**config.mk**
```make
export PLATFORM = sky130hd
export DESIGN_NAME = rom_uart_loader
export DESIGN_NICKNAME = d
export VERILOG_FILES = /design/src/rtl/rom_uart_loader.sv
export SDC_FILE = /design/constraint.sdc
export NUM_CORES = 1
export LEC_CHECK = 0
export CAP_MARGIN = 20
export CORE_UTILIZATION = 26
export DETAILED_ROUTE_END_ITERATION = 12
export GPL_TIMING_DRIVEN = 0
export MAX_ROUTING_LAYER = met4
export SYNTH_ARGS = -nofsm -noshare
export SYNTH_HDL_FRONTEND = slang
export SYNTH_SLANG_ARGS = --single-unit
```
**constraint.sdc**
```tcl
create_clock -name clk -period 3.9 [get_ports clk]
set_input_delay 0.39 -clock clk [delete_from_list [all_inputs] [get_ports clk]]
set_output_delay 0.39 -clock clk [all_outputs]
set_load 0.02 [all_outputs]
```
**src/rtl/rom_uart_loader.sv**
```systemverilog
// rom_uart_loader: frames UART bytes into 32-bit words and writes them to the
// instruction ROM. The CPU stays held until a checksum-valid image is loaded.
// Ports: clk, reset (async, active high); rx_valid/rx_data byte input;
// rom_we/rom_addr/rom_wdata ROM write port; cpu_hold, load_done, load_error.
module rom_uart_loader #(
  parameter int ADDR_WIDTH = 10,
  parameter int TIMEOUT    = 100000
) (
  input  logic                  clk,
  input  logic                  reset,
  input  logic                  rx_valid,
  input  logic [7:0]            rx_data,
  output logic                  rom_we,
  output logic [ADDR_WIDTH-1:0] rom_addr,
  output logic [31:0]           rom_wdata,
  output logic                  cpu_hold,
  output logic                  load_done,
  output logic                  load_error
);

  // idle only needs to count up to TIMEOUT-1: the step to TIMEOUT is the
  // edge that enters ERR.
  localparam int IW = (TIMEOUT < 2) ? 1 : $clog2(TIMEOUT);
  localparam logic [IW-1:0] TLIM = IW'(TIMEOUT - 1);
  localparam logic [16:0] MAX_N = 17'(2 ** ADDR_WIDTH);
  localparam logic [ADDR_WIDTH:0] WONE = 1;

  typedef enum logic [2:0] {
    IDLE, LEN_L, LEN_H, DATA, CHK, DONE, ERR
  } state_t;

  state_t state, state_n;

  logic [15:0]         len;
  logic [ADDR_WIDTH:0] widx;
  logic [ADDR_WIDTH:0] widx_inc;
  logic [1:0]          bcnt;
  logic [23:0]         wbuf;
  logic [7:0]          xacc;
  logic [IW-1:0]       idle;

  logic        sync;
  logic        timed;
  logic        last_word;
  logic        len_bad;
  logic [15:0] len_n;

  assign sync      = rx_valid && (rx_data == 8'h55);
  assign timed     = (state == LEN_L) || (state == LEN_H) ||
                     (state == DATA)  || (state == CHK);
  assign widx_inc  = widx + WONE;
  assign last_word = (17'(widx_inc) == {1'b0, len});
  assign len_n     = {rx_data, len[7:0]};
  assign len_bad   = (len_n == 16'd0) || ({1'b0, len_n} > MAX_N);
  assign cpu_hold  = ~load_done;

  always_ff @(posedge clk or posedge reset) begin
    if (reset) state <= IDLE;
    else       state <= state_n;
  end

  always_comb begin
    state_n = state;
    unique case (state)
      IDLE:    if (sync) state_n = LEN_L;
      LEN_L:   if (rx_valid) state_n = LEN_H;
      LEN_H:   if (rx_valid) state_n = len_bad ? ERR : DATA;
      DATA:    if (rx_valid && bcnt == 2'd3 && last_word) state_n = CHK;
      CHK:     if (rx_valid) state_n = (rx_data == xacc) ? DONE : ERR;
      DONE:    state_n = DONE;
      ERR:     if (sync) state_n = LEN_L;
      default: state_n = IDLE;
    endcase
    if (timed && !rx_valid && idle == TLIM) state_n = ERR;
  end

  always_ff @(posedge clk or posedge reset) begin
    if (reset) begin
      len        <= '0;
      widx       <= '0;
      bcnt       <= '0;
      wbuf       <= '0;
      xacc       <= '0;
      idle       <= '0;
      rom_we     <= 1'b0;
      rom_addr   <= '0;
      rom_wdata  <= '0;
      load_done  <= 1'b0;
      load_error <= 1'b0;
    end else begin
      rom_we <= 1'b0;

      if (!timed || rx_valid) idle <= '0;
      else                    idle <= idle + IW'(1);

      unique case (state)
        IDLE, ERR: begin
          if (sync) begin
            bcnt       <= '0;
            widx       <= '0;
            xacc       <= '0;
            load_error <= 1'b0;
          end
        end
        LEN_L: if (rx_valid) len[7:0]  <= rx_data;
        LEN_H: if (rx_valid) len[15:8] <= rx_data;
        DATA: begin
          if (rx_valid) begin
            xacc <= xacc ^ rx_data;
            bcnt <= bcnt + 2'd1;
            // Bytes arrive LSB first, so the buffer shifts right and the
            // 4th byte lands on top of the assembled word.
            wbuf <= {rx_data, wbuf[23:8]};
            if (bcnt == 2'd3) begin
              rom_we    <= 1'b1;
              rom_addr  <= widx[ADDR_WIDTH-1:0];
              rom_wdata <= {rx_data, wbuf};
              widx      <= widx_inc;
            end
          end
        end
        default: ;
      endcase

      if (state_n == ERR && state != ERR) load_error <= 1'b1;
      if (state_n == DONE) load_done <= 1'b1;
    end
  end

endmodule
```
After elaboration in Yosys (flattened, before gate mapping)
Cells that the tools add are included.
{ "totals": {"output_inout_bits": 46, "rom_bits": 0, "input_bits": 11, "n_memories": 0, "reg_bits": 126, "latchBits": 0, "mem_bits_rw": 0, "word_cells": 88} }
{ "classes": {"magnitude_cmp": 1, "n_shift": 0, "multipliers": 0, "n_eq_ne": 17, "muxes": 26, "div": 0, "add_sub_neg": 3, "n_reduce_logical": 26, "bitwise": 2} }
{ "ops": {"columns": ["operator", "n"], "rows": [
  ["two-way mux 11 bit", 3],
  ["case mux 11 bit (2 select lines)", 1],
  ["two-way mux 3 bit", 7],
  ["case mux 3 bit (6 select lines)", 1],
  ["adder 17 x 1 -> 17 bit, second input constant", 1],
  ["equality test 17 bit, second input constant", 1],
  ["two-way mux 17 bit", 1],
  ["equality test 11 x 16 -> 1 bit", 1],
  ["greater-than comparator 16 x 11 -> 1 bit, second input constant", 1],
  ["zero test 16 bit", 1],
  ["two-way mux 8 bit", 2],
  ["case mux 8 bit (2 select lines)", 1],
  ["equality test 3 bit, second input constant", 5],
  ["adder 11 x 1 -> 11 bit, second input constant", 1],
  ["equality test 8 x 7 -> 1 bit, second input constant", 1],
  ["equality test 8 bit", 1],
  ["AND reduction 2 bit", 4],
  ["bitwise XOR 8 bit", 1],
  ["equality test 3 x 2 -> 1 bit, second input constant", 2],
  ["logical AND 1 bit", 6],
  ["two-way mux 1 bit", 6],
  ["two-way mux 2 bit", 3],
  ["AND reduction 3 bit", 2],
  ["nonzero test 2 bit", 3],
  ["other kinds (13)", 19]
]} }

Logic depth before layout (Yosys ltp)
{ "depth": {"word_depth": 11, "mapped_depth": 9, "ltp_nobuf": 8} }

Worst setup path before layout
OpenSTA, ideal clock, no wires.
{ "synth_path": {"kind": "register to register", "from": "register widx[0]", "to": "register load_error", "stages_incl_launch_ff": 9, "path_slack_ns": 1.565, "required_ns": 3.779, "arrival_time_ns": 2.213, "setup_time_ns": 0.121, "synth_period_minus_slack_ns": 2.335, "path_buffers": 0, "path_cell_list": "dfrtp_1 > ha_1 > nand2_1 > o21a_1 > a311o_1 > a32oi_1 > nor4_1 > or3_1 > a32o_2"} }
{ "synth_between": {"elab_chain_cells": 10, "word_cells_on_any_way": 12, "cone_classes": "1 x add/sub; 2 x eq/ne; 4 x mux; 5 x reduce/logical"} }
{ "synth_lines": {"columns": ["element", "line", "source"], "rows": [
  ["start, declared", "35", "logic [ADDR_WIDTH:0] widx;"],
  ["start signal, assigned", "118", "widx <= widx_inc;"],
  ["adder 11 x 1 -> 11 bit (*)", "51", "assign widx_inc = widx + WONE;"],
  ["equality test 11 x 16 -> 1 bit (*)", "52", "assign last_word = (17'(widx_inc) == {1'b0, len});"],
  ["logical AND 1 bit (*)", "68", "DATA: if (rx_valid && bcnt == 2'd3 && last_word) state_n = CHK;"],
  ["two-way mux 3 bit (*)", "68", null],
  ["case mux 3 bit (6 select lines) (*)", "64", "unique case (state)"],
  ["two-way mux 3 bit (*)", "74", "if (timed && !rx_valid && idle == TLIM) state_n = ERR;"],
  ["net state_n[2]", "32", "state_t state, state_n;"],
  ["equality test 3 bit (*)", "125", "if (state_n == ERR && state != ERR) load_error <= 1'b1;"],
  ["logical AND 1 bit (*)", "125", null],
  ["nonzero test 2 bit (no line)", null, null],
  ["AND reduction 2 bit (no line)", null, null],
  ["end signal, assigned", "89", "load_error <= 1'b0;"],
  ["end signal, assigned", "102", "load_error <= 1'b0;"],
  ["end signal, assigned", "125", null],
  ["end, declared", "18", "output logic load_error"]
]} }
The timed path passes the listed nets; every way through them passes the cells marked *.
A chain may end at the register's enable or synchronous reset.

Final worst setup path
Same ends and word-level chain as after synthesis.

==> flow_metrics.py <==
metrics = {
    "clock_network": {
        "numCtsBuffers": 17,
        "clkTransAtPathRegs_ns": 0.06,
        "htree_levels": 4,
        "numClockSinks": 126,
        "cts_tree": "done",
        "cts_setup_buffers": 0,
        "clock_latency_ns": 0.42,
        "cts_root_buf": "clkbuf_16",
        "cts_resized": 0,
        "clockBufferDepth": 2,
        "ctsHoldBuffers": 0,
    },
    "worst_hold_path": {
        "min_to": "rom_wdata[28]",
        "hold_depth": 3,
        "worstHoldPathType": "in -> reg",
        "worstHoldStart": "rx_data[4]",
    },
    "timing": {
        "fmax_mhz": 374,
        "tightest_slew_ns": 0.698,
        "whs_ns": 0.364,
        "hold_violations": 0,
        "fin_skew_ns": 0.00759,
        "rsz0062_at_grt": "no",
        "setup_viol": 0,
        "period_minus_slack_ns": 2.67,
        "slew_headroom": 0.533,
        "slew_viol_final": 0,
        "period_share": 0.686,
    },
    "run": {
        "maxCapViolCount": 0,
    },
    "worst_setup_path": {
        "worstPathArrival_ns": 2.98,
        "rr_endpoint": "load_error",
        "path_delay_family": "compound AO/OA/AOI/OAI gates",
        "r2r_cells": 8,
        "cp-start-kind": "flop",
        "crit_fanout": 7,
        "worst_path_largest_cell_delay_ns": 0.49,
        "slowest_stage": "dfrtp_1",
        "regToRegSetupSlack_ns": 1.23,
        "critical_path.endpoint_type": "flop",
        "crit_required_ns": 4.21,
        "cp_cell_sequence": "ha_1 > nand2_1 > o21a_1 > a311o_1 > a32oi_1 > nor4_1 > or3_1 > a32o_2",
        "crit_type": "reg -> reg",
        "path_buf_inv": 0,
        "rr_startpoint": "widx[0]",
    },
    "synthesis": {
        "synth_edf_count": 0,
        "netlist_instances": 632,
        "yosysWarnings": 0,
        "synth_flop_cell": "dfrtp_1",
        "syn_area_per_cell_um2": 9.15,
        "synth_area_um2": 5780,
        "synth_top_cell_area_share": 0.545,
        "ys_seq_elements": 126,
        "synthTopCellsByCount": "225 x nand2_1, 126 x dfrtp_1, 45 x nor2_1",
        "synth_top_area_cell": "dfrtp_1",
        "syn_nets": 646,
        "synth_cell_types": 53,
        "synthTopCellsByArea": "dfrtp_1 55%, nand2_1 15%, o21ai_0 3.1%, xnor2_1 3.0%, mux2_2 2.9%",
        "synth.most_common_cell": "nand2_1",
        "seq_area_frac_synth": 0.545,
        "async_reset_ff_frac": 1.00,
    },
    "global_routing": {
        "gr-usage-met1": 0.173,
        "grt_max_degree": 81,
        "antenna_found_initial": 1,
        "grt_pass1_vias": 4408,
        "grt_pass1_wl_um": 22900,
        "track_usage": 0.134,
        "overflow": 0,
        "grt_use_met3": 0.0383,
        "met2_usage": 0.200,
        "top_usage_layer": "met2",
    },
    "routing": {
        "final_antenna_net_count": 0,
        "routed_via_density": 4.51,
        "vias": 4495,
        "drt_iter0_markers": 239,
        "dr.pass1.iters": 4,
        "wl_per_cell_um": 13.5,
        "drc": 0,
        "routed_wl_um": 13400,
    },
    "power": {
        "pwr-share-comb": 0.135,
        "p_sw_mw": 1.03,
        "internal_power_mw": 2.91,
        "power_density_nw_per_um2": 537,
        "power_frac_clock": 0.449,
        "p_leak_nw": 3.41,
        "p_sw_frac": 0.260,
        "seqPwrFrac": 0.416,
        "ir_worst_vdd_mv": 0.316,
    },
    "placed_design": {
        "place_congestion": 0.757,
        "placedCellCount": 963,
        "io_buffers": 50,
        "placed_area_um2": 6670,
        "hpwl_um": 9400,
    },
    "cells_and_area": {
        "fin_cells": 996,
        "area_delta_synth_final_pct": 26.7,
        "stdcell_area_um2": 7330,
        "fin_nets": 716,
        "drive_gt1_frac": 0.0965,
    },
    "floorplan": {
        "rows": 54,
        "start_util": 0.265,
        "die_y_um": 151,
        "io_pins": 57,
        "dieArea_um2": 22800,
        "fp.coreArea_um2": 21800,
        "dieWidth_um": 151,
    },
    "outcome": {
        "status": "completed",
    },
}
-- cells in the final DEF (no fill, tap or decap), drive strengths merged, types with 5 or more instances in the layout --
cell / instances
nand4: 8
xnor2: 20
and3: 6
nor4: 6
clkdlybuf4s50: 50
buf: 10
o21ai: 39
o31ai: 5
clkbuf: 44
nand3: 15
nor2: 45
nand2: 225
a21oi: 5
bufinv: 5
inv: 14
dfrtp: 126
and2: 5
nor3: 10
mux2: 15
xor2: 14
-- worst min-delay path, stage by stage --
cell and delay, ns:
clkbuf_1 0.20, nand2_1 0.11, nand2_1 0.05
-- state kept, by name (all words and copies together), names as in the netlist --
name        count
bcnt            2
idle           17
len            16
load_done       1
load_error      1
rom_addr       10
rom_wdata      32
rom_we          1
state           3
wbuf           24
widx           11
xacc            8
-- cell type report --
cell class              instances  area, um2
diodes                          1       2.50
flip-flops and latches        126       3150
well taps                     280        350
fillers                      2221      14500
plain buffers                  34        175
clock buffers                  19        453
clock inverters                13        208
multi-input cells             461       2410
inverters                      11       46.3
repair buffers                 51        528
-- worst max-delay path by stage --
stage | startpoint | endpoint | slack, ns | cells past startpoint
2_1_floorplan | reset | bcnt[0] | 0.15 | 1
3_3_place_gp | reset | rom_addr[8] | -1.77 | 2
3_5_place_dp | rx_data[3] | load_error | 1.01 | 8
4_1_cts | widx[0] | load_error | 1.23 | 8
5_1_grt | widx[0] | load_error | 0.98 | 8
6_report | widx[0] | load_error | 1.23 | 8
-- power groups by stage --
| stage | Sequential (mW) | Combinational (mW) | Clock [mW] |
|---|---|---|---|
| global route | 1.67 | 0.606 | 1.86 |
| floorplan | 1.62 | 0.427 | 0 |
| finish | 1.64 | 0.532 | 1.77 |
| global placement | 1.66 | 0.518 | 0 |
| CTS | 1.64 | 0.539 | 1.81 |
| detailed placement | 1.66 | 0.536 | 0 |
-- per-layer routing --
| layer | share of wire | routed length, um |
|---|---|---|
| met4 | 0.011 | 143 |
| met3 | 0.043 | 578 |
| met2 | 0.45 | 6070 |
| met1 | 0.49 | 6640 |
| met5 | 0 | 0 |
-- per-stage QoR --
stage | worst slack (ns) | setup TNS (ns) | power, mW | util
3_3_place_gp | -1.77 | -222.18 | 2.17 | 0.304
5_1_grt | 0.981 | 0 | 4.14 | 0.336
4_1_cts | 1.23 | 0 | 3.98 | 0.336
3_5_place_dp | 1.01 | 0 | 2.20 | 0.306
6_report | 1.23 | 0 | 3.94 | 0.336
2_1_floorplan | 0.154 | 0 | 2.05 | -
-- cell families (layout without fill, tap and decap cells) --
family	after synthesis	after routing	synth area share
other	0	1	0
adders and majority gates	3	3	0.00649
buffers and inverters	45	128	0.0374
muxes	16	16	0.0309
xor gates and xnor gates	34	34	0.0515
AOI/OAI and AO/OA	67	67	0.0709
DFF	126	126	0.545
and+or+nand+nor	341	341	0.258
Note: power is estimated with default switching activity, not from simulation.
